### config.mk
export PLATFORM = sky130hd
export DESIGN_NAME = gcd_ctrl_flat
export DESIGN_NICKNAME = d
export VERILOG_FILES = /design/src/rtl/gcd_ctrl_if.sv /design/src/rtl/gcd_ctrl.sv /design/src/flat_wrapper.sv
export SDC_FILE = /design/constraint.sdc
export NUM_CORES = 1
export LEC_CHECK = 0
export ABC_AREA = 1
export ABC_CLOCK_PERIOD_IN_PS = 2700
export CORE_AREA = 2 2 60 62
export CTS_BUF_LIST = sky130_fd_sc_hd__clkbuf_4 sky130_fd_sc_hd__clkbuf_8
export DETAILED_ROUTE_END_ITERATION = 8
export DIE_AREA = 0 0 62 64
export GPL_ROUTABILITY_DRIVEN = 0
export PLACE_DENSITY = 0.9
export SYNTH_ARGS = -nofsm -noshare
export SYNTH_HDL_FRONTEND = slang
export SYNTH_SLANG_ARGS = --single-unit
export TNS_END_PERCENT = 1
### constraint.sdc
create_clock -name clk -period 2.7 [get_ports clk]
set_clock_uncertainty 0.05 [all_clocks]
set_input_delay 0.405 -clock clk [delete_from_list [all_inputs] [get_ports clk]]
set_output_delay 0.405 -clock clk [all_outputs]
set_load 0.005 [all_outputs]
### src/rtl/gcd_ctrl_if.sv
// Operand/result handshake bundle between the GCD controller and its producer/consumer.
// The slave side is the controller; the master side supplies operands and takes results.
interface gcd_ctrl_if #(
  parameter int W  = 32,
  parameter int CW = 10
);
  logic          start_valid;
  logic          start_ready;
  logic [W-1:0]  xin;
  logic [W-1:0]  yin;
  logic          done_valid;
  logic          done_ready;
  logic [1:0]    err;
  logic [CW-1:0] steps;

  modport master (
    output start_valid, xin, yin, done_ready,
    input  start_ready, done_valid, err, steps
  );

  modport slave (
    input  start_valid, xin, yin, done_ready,
    output start_ready, done_valid, err, steps
  );
endinterface

### src/rtl/gcd_ctrl.sv
// Euclid-by-subtraction sequencer for gcd_datapath; result valid steps+4 cycles after accept (1 for zero operand).
// Accepts only in IDLE; holds done_valid/err/steps in DONE until done_ready.
module gcd_ctrl #(
  parameter int W        = 32,
  parameter int MAX_ITER = 1023,
  parameter int CW       = 10
) (
  input  logic        clk,
  input  logic        clr_n,
  gcd_ctrl_if.slave   bus,
  input  logic        eqflg,
  input  logic        ltflg,
  output logic        xmsel,
  output logic        ymsel,
  output logic        xld,
  output logic        yld,
  output logic        gld,
  output logic        dp_clr,
  output logic        busy
);

  typedef enum logic [2:0] {
    S_IDLE,
    S_LOAD,
    S_CALC,
    S_STORE,
    S_DONE
  } state_t;

  localparam logic [CW-1:0] LP_MAX = CW'(MAX_ITER);

  state_t        r_state;
  state_t        w_nxt;
  logic [1:0]    r_err;
  logic [CW-1:0] r_steps;
  logic          w_accept;
  logic          w_zero;
  logic          w_at_max;
  logic          w_start_ready;

  assign w_zero   = (bus.xin == '0) || (bus.yin == '0);
  assign w_at_max = (r_steps == LP_MAX);
  assign w_accept = bus.start_valid && w_start_ready;

  always_ff @(posedge clk) begin
    if (!clr_n) begin
      r_state <= S_IDLE;
      r_err   <= 2'b00;
      r_steps <= '0;
    end else begin
      r_state <= w_nxt;
      if (w_accept) begin
        r_steps <= '0;
        r_err   <= w_zero ? 2'b01 : 2'b00;
      end else if (r_state == S_CALC && !eqflg) begin
        if (w_at_max) r_err <= 2'b10;
        else          r_steps <= r_steps + 1'b1;
      end
    end
  end

  always_comb begin
    w_nxt = r_state;
    case (r_state)
      S_IDLE:  if (w_accept) w_nxt = w_zero ? S_DONE : S_LOAD;
      S_LOAD:  w_nxt = S_CALC;
      S_CALC: begin
        if (eqflg)         w_nxt = S_STORE;
        else if (w_at_max) w_nxt = S_DONE;
      end
      S_STORE: w_nxt = S_DONE;
      S_DONE:  if (bus.done_ready) w_nxt = S_IDLE;
      default: w_nxt = S_IDLE;
    endcase
  end

  // Flag-driven subtract choice is Mealy: decided from this cycle's eqflg/ltflg.
  always_comb begin
    w_start_ready  = 1'b0;
    xmsel          = 1'b0;
    ymsel          = 1'b0;
    xld            = 1'b0;
    yld            = 1'b0;
    gld            = 1'b0;
    bus.done_valid = 1'b0;
    case (r_state)
      S_IDLE: w_start_ready = 1'b1;
      S_LOAD: begin
        xmsel = 1'b1;
        ymsel = 1'b1;
        xld   = 1'b1;
        yld   = 1'b1;
      end
      S_CALC: begin
        if (!eqflg && !w_at_max) begin
          if (ltflg) yld = 1'b1;
          else       xld = 1'b1;
        end
      end
      S_STORE: gld = 1'b1;
      S_DONE:  bus.done_valid = 1'b1;
      default: ;
    endcase
    // A reset edge must never commit a load or present a result.
    if (!clr_n) begin
      xld            = 1'b0;
      yld            = 1'b0;
      gld            = 1'b0;
      bus.done_valid = 1'b0;
    end
  end

  assign bus.start_ready = w_start_ready;
  assign bus.err         = r_err;
  assign bus.steps       = r_steps;
  assign busy            = (r_state != S_IDLE);
  assign dp_clr          = ~clr_n;

endmodule

### src/flat_wrapper.sv
// flat-port wrapper written by rule: the top's interface ports become plain ports
module gcd_ctrl_flat 
#(
  parameter int W        = 32,
  parameter int MAX_ITER = 1023,
  parameter int CW       = 10
)
  (clk, clr_n, eqflg, ltflg, xmsel, ymsel, xld, yld, gld, dp_clr, busy, bus_start_valid, bus_xin, bus_yin, bus_done_ready, bus_start_ready, bus_done_valid, bus_err, bus_steps);
  gcd_ctrl_if #(.W(W), .CW(CW)) bus_i ();
  input  logic clk;
  input  logic clr_n;
  input  logic eqflg;
  input  logic ltflg;
  output logic xmsel;
  output logic ymsel;
  output logic xld;
  output logic yld;
  output logic gld;
  output logic dp_clr;
  output logic busy;
  input wire logic [$bits(bus_i.start_valid)-1:0] bus_start_valid;
  input wire logic [$bits(bus_i.xin)-1:0] bus_xin;
  input wire logic [$bits(bus_i.yin)-1:0] bus_yin;
  input wire logic [$bits(bus_i.done_ready)-1:0] bus_done_ready;
  output wire logic [$bits(bus_i.start_ready)-1:0] bus_start_ready;
  output wire logic [$bits(bus_i.done_valid)-1:0] bus_done_valid;
  output wire logic [$bits(bus_i.err)-1:0] bus_err;
  output wire logic [$bits(bus_i.steps)-1:0] bus_steps;
  assign bus_i.start_valid = bus_start_valid;
  assign bus_i.xin = bus_xin;
  assign bus_i.yin = bus_yin;
  assign bus_i.done_ready = bus_done_ready;
  assign bus_start_ready = bus_i.start_ready;
  assign bus_done_valid = bus_i.done_valid;
  assign bus_err = bus_i.err;
  assign bus_steps = bus_i.steps;
  gcd_ctrl #(.W(W), .MAX_ITER(MAX_ITER), .CW(CW)) u_core (.clk(clk), .clr_n(clr_n), .bus(bus_i), .eqflg(eqflg), .ltflg(ltflg), .xmsel(xmsel), .ymsel(ymsel), .xld(xld), .yld(yld), .gld(gld), .dp_clr(dp_clr), .busy(busy));
endmodule
==> metrics.txt <==
Ys Warns=0; critical path required time=2250 ps; total negative slack=0 ps; cell count after synthesis=191; Seq cells post-synth=15; crit-path max cell delay=440 ps; Via Count=1457; max cap viols=0; initial antenna violation count=0; clk_lat worst skew=300 ps; EDFF count, synth=0; Slew Limit Fails=0; normalized max-slew margin=between 70% and 80%; actual slew at the worst max-slew pin=~380 ps; total grt overflow=0; Final HPWL DP=3142 microns; GRT Total Usage=slightly above 20%; vias per std cell=4.415; largest net degree at the start of global routing=11; # Post-CTS Setup Buffers=0; Routed Antenna Nets=0; asr flop ratio synth=0%; Netlist cell types=29; status=completed; ys flop type=dfxtp_1; Max VDD drop=0.3638 mV; drt pass-1 iters=4; Startpoint Class=flip-flop; initial DRC count=20; critical setup path kind=flip-flop to output pin; CTS Hold Bufs=0; top-count cell post-synth=nor2_1; Combinational Power Share=53.9%; clock share of power=16.1%; root buffer cell=clkbuf_4; CTS tree=yes; sequential power share=30.0%; Finish-stage setup viols=0; Clock Path Buffers=2; area leader, netlist=dfxtp_1; Peak Freq=0.4017 GHz; RSZ-0062 raised after global routing=false; Top-Level Pins=91; met3 usage=under 10%; minimum clock period=approximately 2500 ps; Most Crowded Layer GR=met2; switching share of power=a little over a third; hold slack=445.4 ps; area share of the largest cell type after synthesis=25.78%; Pwr Total=slightly below 900 uW; vias in the first global route=about 1.5k; Worst-path clk slew=90 ps; P_leak=0.0009124 uW; Inserted Clock Buffers=3; Rows=21; Final Hold Viols=0; worst-path maximum fanout=5; # DRC=0; first-pass GRT wire length=6141 microns; Arrival @ worst endpoint=2030 ps; Resize count post-CTS=0; M1 GR Usage=~22%; post-placement cell area=0.002112 sq mm; Core ar.=approximately 0.0033 sq mm; crit-path cells=ha_1, nand2_2, nor2_4, nand4_4, nand2_4, nor2_1, o21a_1, clkdlybuf4s50_1; part of the Yosys area used for sequential elements=25.78%; syn_nets=262; Hold WC Path Type=flip-flop to flip-flop; R2R Setup Slk=between 900 and 1000 ps; non-filler cells, final=330; clock sink total=15; initial core utilization=35.47%; nets=356; die area=0.003968 sq mm; synthesized cell area=around 0.0012 sq mm; Placed Instances=326; final non-filler cell area=0.002142 sq mm; Die H=64 microns; Synth top cells by count=nor2_1 (42), inv_1 (39), nand2_1 (35); slowest CP cell=clkdlybuf4s50_1; WL/cell=approximately 11 microns; P_int=580.1 uW; Mean Syn Cell Area=just over 6 sq um; PwrDens=417.1 mW/mm^2; grt met2 use=33.85%; Final Cycle Share=92.20%; die outline width=62 microns; Psw=313.3 uW; Layout area overhead=83.89%; Post-Route WL=between 3000 and 4000 microns; Worst Setup End Kind=output pin; diode count=0; Buffers on Ports=90; H-tree Lvls=1; share of layout cells above drive strength 1=7.746%; Area contributors post-synth=dfxtp_1 (26%), nor2_1 (14%), inv_1 (13%)
per-layer routing:
metal  routed length [microns]  part of all wire, %
met1                      1441                   39
met2                      1864                   51
met3                       260                  7.1
met4                       100                  2.7
met5                         0                    0
power by group through the flow:
| stage | clock network, uW | logic, uW | registers [uW] |
|---|---|---|---|
| 6_report | 144 | 481 | 268 |
| 5_1_grt | 158 | 537 | 270 |
| 3_3_place_gp | 0 | 473 | 272 |
| 4_1_cts | 150 | 484 | 268 |
| 2_1_floorplan | 0 | 231 | 269 |
| 3_5_place_dp | 0 | 479 | 274 |
worst paths after layout:
path,depth (start not counted),startpoint,endpoint
worst min-delay path,2,u_core.bus.err[1],u_core.bus.err[1]
worst min register to register,2,u_core.bus.err[1],u_core.bus.err[1]
worst max-delay path,8,u_core.bus.steps[0],xld
worst max register to register,11,u_core.bus.steps[0],u_core.bus.steps[4]
critical path: cells and delay by family (launching register included):
kind,cells,cell delay (ps)
compound gates,1,170
fa+ha+maj,1,230
buf+inv,1,440
flops,1,390
simple gates,5,520
flip-flops by register name, indices dropped and copies added, names as in the netlist:
| register | count |
|---|---|
| u_core.bus.steps | 10 |
| u_core.r_state | 3 |
| u_core.bus.err | 2 |
placed cells by master (no fill, tap or decap), drive strengths merged, types with 2 or more instances in the layout:
master          n
a21oi          11
inv            41
o21bai          2
nor2           44
dfxtp          15
nor3            2
nor4            2
nand4           6
clkbuf          4
clkdlybuf4s50  90
and2            5
o21a            3
nand3           5
o21ai           9
nand2          40
metrics by stage:
stage	utilization (%)	setup WS [ps]
final	65.22	210.6
after global routing	65.22	100.3
after CTS	65.22	184.9
after detailed placement	64.30	316.1
after global placement	64.30	376.1
after floorplan	-	965.3
cell type report:
class | count | area [sq um]
fillers | 321 | 1142
repair buffers | 91 | 908.4
multi-input cells | 133 | 691.9
flip-flops and latches | 15 | 300.3
inverters | 41 | 153.9
well taps | 46 | 57.56
clock buffers | 4 | 30.03
logic make-up after synthesis:
kind of cell             count (synthesis)  synth area share [%]
AND/OR/NAND/NOR                        105                 44.47
buffers and inverters                   43                 14.82
AO/OA/AOI/OAI                           27                 13.86
flip-flops                              15                 25.78
adder cells (fa/ha/maj)                  1                 1.074
(Power assumes the default switching activity.)
